**src/rtl/mem_arb_pkg.sv**
```systemverilog
// Shared types and constants for the memory-port arbiter.
package mem_arb_pkg;

    typedef enum logic {ST_IDLE, ST_BUSY} state_t;
    typedef enum logic {OWN_F, OWN_D} owner_t;

    localparam int unsigned MEM_LAT_MAX = 8;
    localparam int unsigned LAT_W       = $clog2(MEM_LAT_MAX + 1);

endpackage

```
**src/rtl/arb_starve_sel.sv**
```systemverilog
// Fetch/data winner selection: data has priority unless fetch has lost
// STARVE_MAX consecutive contested arbitrations.
module arb_starve_sel
    import mem_arb_pkg::*;
#(
    parameter int unsigned STARVE_MAX = 4
) (
    input  logic   clk,
    input  logic   rst_n,
    input  logic   f_req,
    input  logic   d_req,
    input  logic   idle,
    output owner_t winner,
    output logic   f_gnt,
    output logic   d_gnt
);

    localparam int unsigned SW = $clog2(STARVE_MAX + 1);

    logic [SW-1:0] starve_cnt;
    logic          force_f;

    // Grants are gated by rst_n so nothing is accepted while reset is held.
    always_comb begin
        force_f = (starve_cnt == SW'(STARVE_MAX));
        winner  = OWN_D;
        f_gnt   = 1'b0;
        d_gnt   = 1'b0;
        if (idle && rst_n) begin
            if (f_req && (!d_req || force_f)) begin
                f_gnt  = 1'b1;
                winner = OWN_F;
            end else if (d_req) begin
                d_gnt = 1'b1;
            end
        end
    end

    always_ff @(posedge clk or negedge rst_n) begin
        if (!rst_n) begin
            starve_cnt <= '0;
        end else if (f_gnt) begin
            starve_cnt <= '0;
        end else if (d_gnt && f_req) begin
            starve_cnt <= starve_cnt + SW'(1);
        end
    end

endmodule

```
**src/rtl/mem_port_arbiter.sv**
```systemverilog
// Single-port memory arbiter between instruction fetch and load/store, one
// transaction outstanding. Optional perf counters: define MEM_ARB_PERF_EN.
module mem_port_arbiter
    import mem_arb_pkg::*;
#(
    parameter int unsigned ADDR_W     = 64,
    parameter int unsigned DATA_W     = 64,
    parameter int unsigned MEM_LAT    = 1,
    parameter int unsigned STARVE_MAX = 4
) (
    input  logic                i_clk,
    input  logic                i_rst_n,
    input  logic                i_f_req,
    input  logic [ADDR_W-1:0]   i_f_addr,
    input  logic                i_f_flush,
    output logic                o_f_gnt,
    output logic                o_f_rvalid,
    output logic [31:0]         o_f_rdata,
    input  logic                i_d_req,
    input  logic                i_d_we,
    input  logic [ADDR_W-1:0]   i_d_addr,
    input  logic [DATA_W-1:0]   i_d_wdata,
    input  logic [DATA_W/8-1:0] i_d_wstrb,
    output logic                o_d_gnt,
    output logic                o_d_rvalid,
    output logic [DATA_W-1:0]   o_d_rdata,
`ifdef MEM_ARB_PERF_EN
    output logic [31:0]         o_perf_f_stall,
    output logic [31:0]         o_perf_flush_drop,
`endif
    output logic                o_mem_en,
    output logic                o_mem_we,
    output logic [ADDR_W-1:0]   o_mem_addr,
    output logic [DATA_W-1:0]   o_mem_wdata,
    output logic [DATA_W/8-1:0] o_mem_wstrb,
    input  logic [DATA_W-1:0]   i_mem_rdata
);

    state_t             state, state_nxt;
    owner_t             owner, winner;
    logic [LAT_W-1:0]   lat_cnt;
    logic               kill;
    logic               st_we;
    logic               idle, last, grant, f_gnt, d_gnt;

    assign idle  = (state == ST_IDLE);
    assign last  = (state == ST_BUSY) && (lat_cnt == LAT_W'(1));
    assign grant = f_gnt | d_gnt;

    arb_starve_sel #(.STARVE_MAX(STARVE_MAX)) u_sel (
        .clk    (i_clk),
        .rst_n  (i_rst_n),
        .f_req  (i_f_req),
        .d_req  (i_d_req),
        .idle   (idle),
        .winner (winner),
        .f_gnt  (f_gnt),
        .d_gnt  (d_gnt)
    );

    always_comb begin
        state_nxt = state;
        case (state)
            ST_IDLE: if (grant) state_nxt = ST_BUSY;
            ST_BUSY: if (last)  state_nxt = ST_IDLE;
            default: state_nxt = ST_IDLE;
        endcase
    end

    always_ff @(posedge i_clk or negedge i_rst_n) begin
        if (!i_rst_n) begin
            state   <= ST_IDLE;
            owner   <= OWN_F;
            lat_cnt <= '0;
            kill    <= 1'b0;
            st_we   <= 1'b0;
        end else begin
            state <= state_nxt;
            if (grant) begin
                owner   <= winner;
                lat_cnt <= LAT_W'(MEM_LAT);
                st_we   <= d_gnt & i_d_we;
                kill    <= f_gnt & i_f_flush;
            end else if (state == ST_BUSY) begin
                lat_cnt <= lat_cnt - LAT_W'(1);
                if (last) begin
                    kill <= 1'b0;
                end else if (owner == OWN_F && i_f_flush) begin
                    kill <= 1'b1;
                end
            end
        end
    end

    // A flush in the response cycle itself must still hide the stale instruction.
    always_comb begin
        o_f_gnt     = f_gnt;
        o_d_gnt     = d_gnt;
        o_mem_en    = grant;
        o_mem_we    = d_gnt & i_d_we;
        o_mem_addr  = d_gnt ? i_d_addr : (f_gnt ? i_f_addr : '0);
        o_mem_wdata = o_mem_we ? i_d_wdata : '0;
        o_mem_wstrb = o_mem_we ? i_d_wstrb : '0;
        o_f_rvalid  = last && (owner == OWN_F) && !kill && !i_f_flush;
        o_f_rdata   = o_f_rvalid ? i_mem_rdata[31:0] : '0;
        o_d_rvalid  = last && (owner == OWN_D);
        o_d_rdata   = (o_d_rvalid && !st_we) ? i_mem_rdata : '0;
    end

`ifdef MEM_ARB_PERF_EN
    logic f_drop;
    assign f_drop = last && (owner == OWN_F) && (kill || i_f_flush);

    always_ff @(posedge i_clk or negedge i_rst_n) begin
        if (!i_rst_n) begin
            o_perf_f_stall    <= '0;
            o_perf_flush_drop <= '0;
        end else begin
            if (i_f_req && !f_gnt && o_perf_f_stall != '1)
                o_perf_f_stall <= o_perf_f_stall + 32'd1;
            if (f_drop && o_perf_flush_drop != '1)
                o_perf_flush_drop <= o_perf_flush_drop + 32'd1;
        end
    end
`endif

endmodule

```
**config.mk**
```make
export PLATFORM = sky130hd
export DESIGN_NAME = mem_port_arbiter
export DESIGN_NICKNAME = d
export VERILOG_FILES = /design/src/rtl/mem_arb_pkg.sv /design/src/rtl/arb_starve_sel.sv /design/src/rtl/mem_port_arbiter.sv
export SDC_FILE = /design/constraint.sdc
export NUM_CORES = 1
export LEC_CHECK = 0
export CORE_AREA = 2 2 199 201
export CTS_BUF_LIST = sky130_fd_sc_hd__clkbuf_8
export DETAILED_ROUTE_END_ITERATION = 10
export DIE_AREA = 0 0 201 203
export GPL_TIMING_DRIVEN = 0
export PLACE_DENSITY = 0.42
export SLEW_MARGIN = 10
export SYNTH_ARGS = -nofsm -noshare
export SYNTH_HDL_FRONTEND = slang
export SYNTH_SLANG_ARGS = --single-unit
export TNS_END_PERCENT = 5
```
**constraint.sdc**
```tcl
create_clock -name i_clk -period 1.9 [get_ports i_clk]
set_input_delay 0.475 -clock i_clk [delete_from_list [all_inputs] [get_ports i_clk]]
set_output_delay 0.475 -clock i_clk [all_outputs]
set_load 0.01 [all_outputs]
```
==> metrics.md <==
| Metric | Value |
|---|---|
| Status | `complete, but fails checks` |
| Failing checks | `negative setup slack` |
| Crit-path max FO | `6` |
| HP Class | `in2async` |
| HPWL after DPL | `19,400 microns` |
| Initial core utilization | `6.92%` |
| Remaining DRCs | `0` |
| Antenna Nets Post-Route | `0` |
| CTS tree | `done` |
| Leak | `0.00431 uW` |
| Final Max Slew Viols | `0` |
| Port Buffers | `506` |
| TritonCTS buffer count | `3` |
| Final critical-path required period | `2.40 ns` |
| Row count | `72` |
| DP Worst Slack | `-1.99 ns` |
| Final wirelength | `24,000 microns` |
| EDFF count, synth | `0` |
| Mapped cell area | `2660 sq um` |
| Setup ws final | `-0.499 ns` |
| Via Count | `4,792` |
| Async SR Flop Fraction | `100%` |
| Clk Latency, worst-skew pair | `0.23 ns` |
| FMAX | `around 0.42 GHz` |
| Post-synthesis adder-cell area fraction | `between 1.5 and 2%` |
| Relative slew slack | `59.8%` |
| Clock slew at reported path FFs | `0.05 ns` |
| First-pass GRT wire length | `32,700 microns` |
| Largest net degree at the start of global routing | `16` |
| Area Overhead vs Synth | `231%` |
| Main flop type after synthesis | `dfrtp_1` |
| Final worst path period share | `126%` |
| Dpl cells | `1,361` |
| Synth Register Bits | `11` |
| Post-Route Skew | `0.000800 ns` |
| Area of the multi-input gates | `2220 sq um` |
| Post-CTS Hold Buffers | `0` |
| Final hold violation count | `0` |
| Crit Path Category | `reg2out` |
| Seq/Total Area, Yosys | `10.3%` |
| Simple-gate share of the synthesized area | `47.9%` |
| WL per Instance | `17.0 microns` |
| Placer Congestion | `0.805` |
| Hold_ws | `0.0587 ns` |
| Crit path required time | `1.42 ns` |
| Synth Area in Compound Gates | `25.6%` |
| Fillers | `4,303` |
| Syn_nets | `611` |
| GRT Resource Usage Total | `10.4%` |
| Worst VDD drop | `0.263 mV` |
| Die area | `slightly above 40,000 sq um` |
| Die H | `203 microns` |
| Distinct cell type count after synthesis | `37` |
| # IOs | `508` |
| Layout Nets | `1,169` |
| Initial antenna violation count | `0` |
| Vias in the first global route | `4,884` |
| Worst slew pin tran | `0.603 ns` |
| Synth Instances | `337` |
| H-tree levels | `1` |
| Sink Count | `11` |
| Post-Syn Area per Cell | `about 7.9 sq um` |
| PwrDens | `508 nW/um^2` |
| CP arrival | `1.92 ns` |
| Final setup viols | `around 240` |
| Register Area | `277 sq um` |
| Largest family of logic cells by synthesized area | `simple AND/OR/NAND/NOR gates` |
| N_diodes | `0` |
| First DRT Iteration DRCs | `around 190` |
| Clock Tree Buf Depth | `2` |
| Clock Root Buffer | `clkbuf_8` |
| Critical Path Start Type | `register` |
| RSZ-0062 raised after global routing | `yes` |
| Vias per cell | `3.39` |
| Synth warn | `0` |
| DRT Pass-1 Iters | `4` |
| Die Width | `roughly 200 microns` |
| Ratio of cells with drive above 1 in the final layout | `roughly 41%` |
| Crit path capture type | `output pin` |
| XOR/XNOR Fraction of Synth Area | `0.987%` |
| Total grt overflow | `0` |
| Max Cap Viol | `0` |
| Post-synthesis mux area share | `0.376%` |
| Finished Layout Cells | `1,412` |
| Core area | `38,500 sq um` |
[repair_timing]
| action | in CTS | in global routing |
|---|---|---|
| setup endpoints to repair | 248 | 238 |
| pin swaps | 31 | 27 |
| buffers inserted | 24 | 12 |
| gates cloned | 3 | 10 |
| resized for setup | 839 | 230 |
[per-stage QoR]
stage	area, sq um	utilization [%]	TNS (ns)	power, uW
floorplan	2660	-	-3.41	1800
global placement	8380	21.8	-339.55	3630
detailed placement	8380	21.8	-335.77	3620
CTS	8700	22.6	-110.51	4130
global route	8810	22.9	-116.91	4770
finish	8810	22.9	-93.87	4470
[Yosys cell counts, types with 2 or more instances]
cell type	number	area (sq um)
nor3b_1	2	15.0
buf_2	8	40.0
and3_1	72	450
clkbuf_1	10	37.5
o21ai_0	3	15.0
and2_1	97	607
ha_1	4	50.1
xnor2_1	2	17.5
nand3b_4	2	40.0
dfrtp_1	11	275
a21oi_1	3	15.0
buf_6	21	236
inv_1	5	18.8
a22o_1	65	569
nor2_1	5	18.8
o21a_1	3	22.5
nand4_1	2	12.5
nand2_1	3	11.3
[path summary, 6_finish.rpt]
kind / start / endpoint / slack (ns) / depth (start not counted)
max: u_sel.starve_cnt[1] / o_mem_addr[45] / -0.50 / 10
min: i_rst_n / lat_cnt[3] / 0.06 / 1
max reg2reg: u_sel.starve_cnt[1] / st_we / 0.21 / 8
min reg2reg: st_we / st_we / 0.57 / 1
max in group asynchronous: i_rst_n / lat_cnt[0] / 1.67 / 1
min in group i_clk: st_we / st_we / 0.57 / 1
[critical path, stage by stage, from the launching register on]
cell	delay (ns)
dfrtp_1	0.38
inv_2	0.07
ha_4	0.17
a31oi_4	0.10
buf_6	0.14
buf_6	0.12
buf_8	0.12
buf_12	0.13
buf_8	0.13
a22o_1	0.19
buf_6	0.12
[flip-flops by register name, summed over array words and instances (netlist names)]
register,flops
owner,1
state,1
u_sel.starve_cnt,3
kill,1
lat_cnt,4
st_we,1
[power breakdown]
| part | internal, uW | leakage (uW) | total, uW | switching, uW |
|---|---|---|---|---|
| clock | 142 | 0.0000269 | 230 | 87.9 |
| combinational | 2270 | 0.00415 | 3780 | 1510 |
| sequential | 345 | 0.000135 | 466 | 121 |
| total | 2760 | 0.00431 | 4470 | 1720 |
[layout by cell type (no fill, tap or decap), drive strengths merged, types with 2 or more instances in the layout]
master and instances:
a21oi 3, a22o 65, and2 97, and3 72, buf 248, clkbuf 44
clkdlybuf4s15 33, clkdlybuf4s50 265, dfrtp 11, dlymetal6s2s 5, ha 4, inv 7
nand2 3, nand3b 2, nand4 2, nor2 6, nor3b 2, o21a 3
o21ai 3, xnor2 2
[routing by layer]
| metal | part of all wire, % | routed length [microns] | GRT usage, % |
|---|---|---|---|
| met1 | 41 | 9930 | 12.8 |
| met5 | 0 | 0 | 0 |
| met3 | 5.9 | 1420 | 2.25 |
| met4 | 0.93 | 223 | 1.19 |
| met2 | 52 | 12500 | 19.2 |
[area by class of cell]
| class | count | share of cell area, % |
|---|---|---|
| Multi-Input combinational cell | 280 | 25.2 |
| Buffer | 39 | 5.68 |
| Inverter | 6 | 0.312 |
| Sequential cell | 11 | 3.14 |
| Timing Repair Buffer | 554 | 57.8 |
| Tap cell | 518 | 7.36 |
| Clock inverter | 1 | 0.0426 |
| Clock buffer | 3 | 0.469 |
[kinds of logic after synthesis]
family / count (synthesis)
AO/OA/AOI/OAI: 79
multiplexers: 1
buffers and inverters: 46
flip-flops: 11
AND/OR/NAND/NOR: 193
adder cells (fa/ha/maj): 4
XOR/XNOR: 3
(Power assumes the default switching activity.)
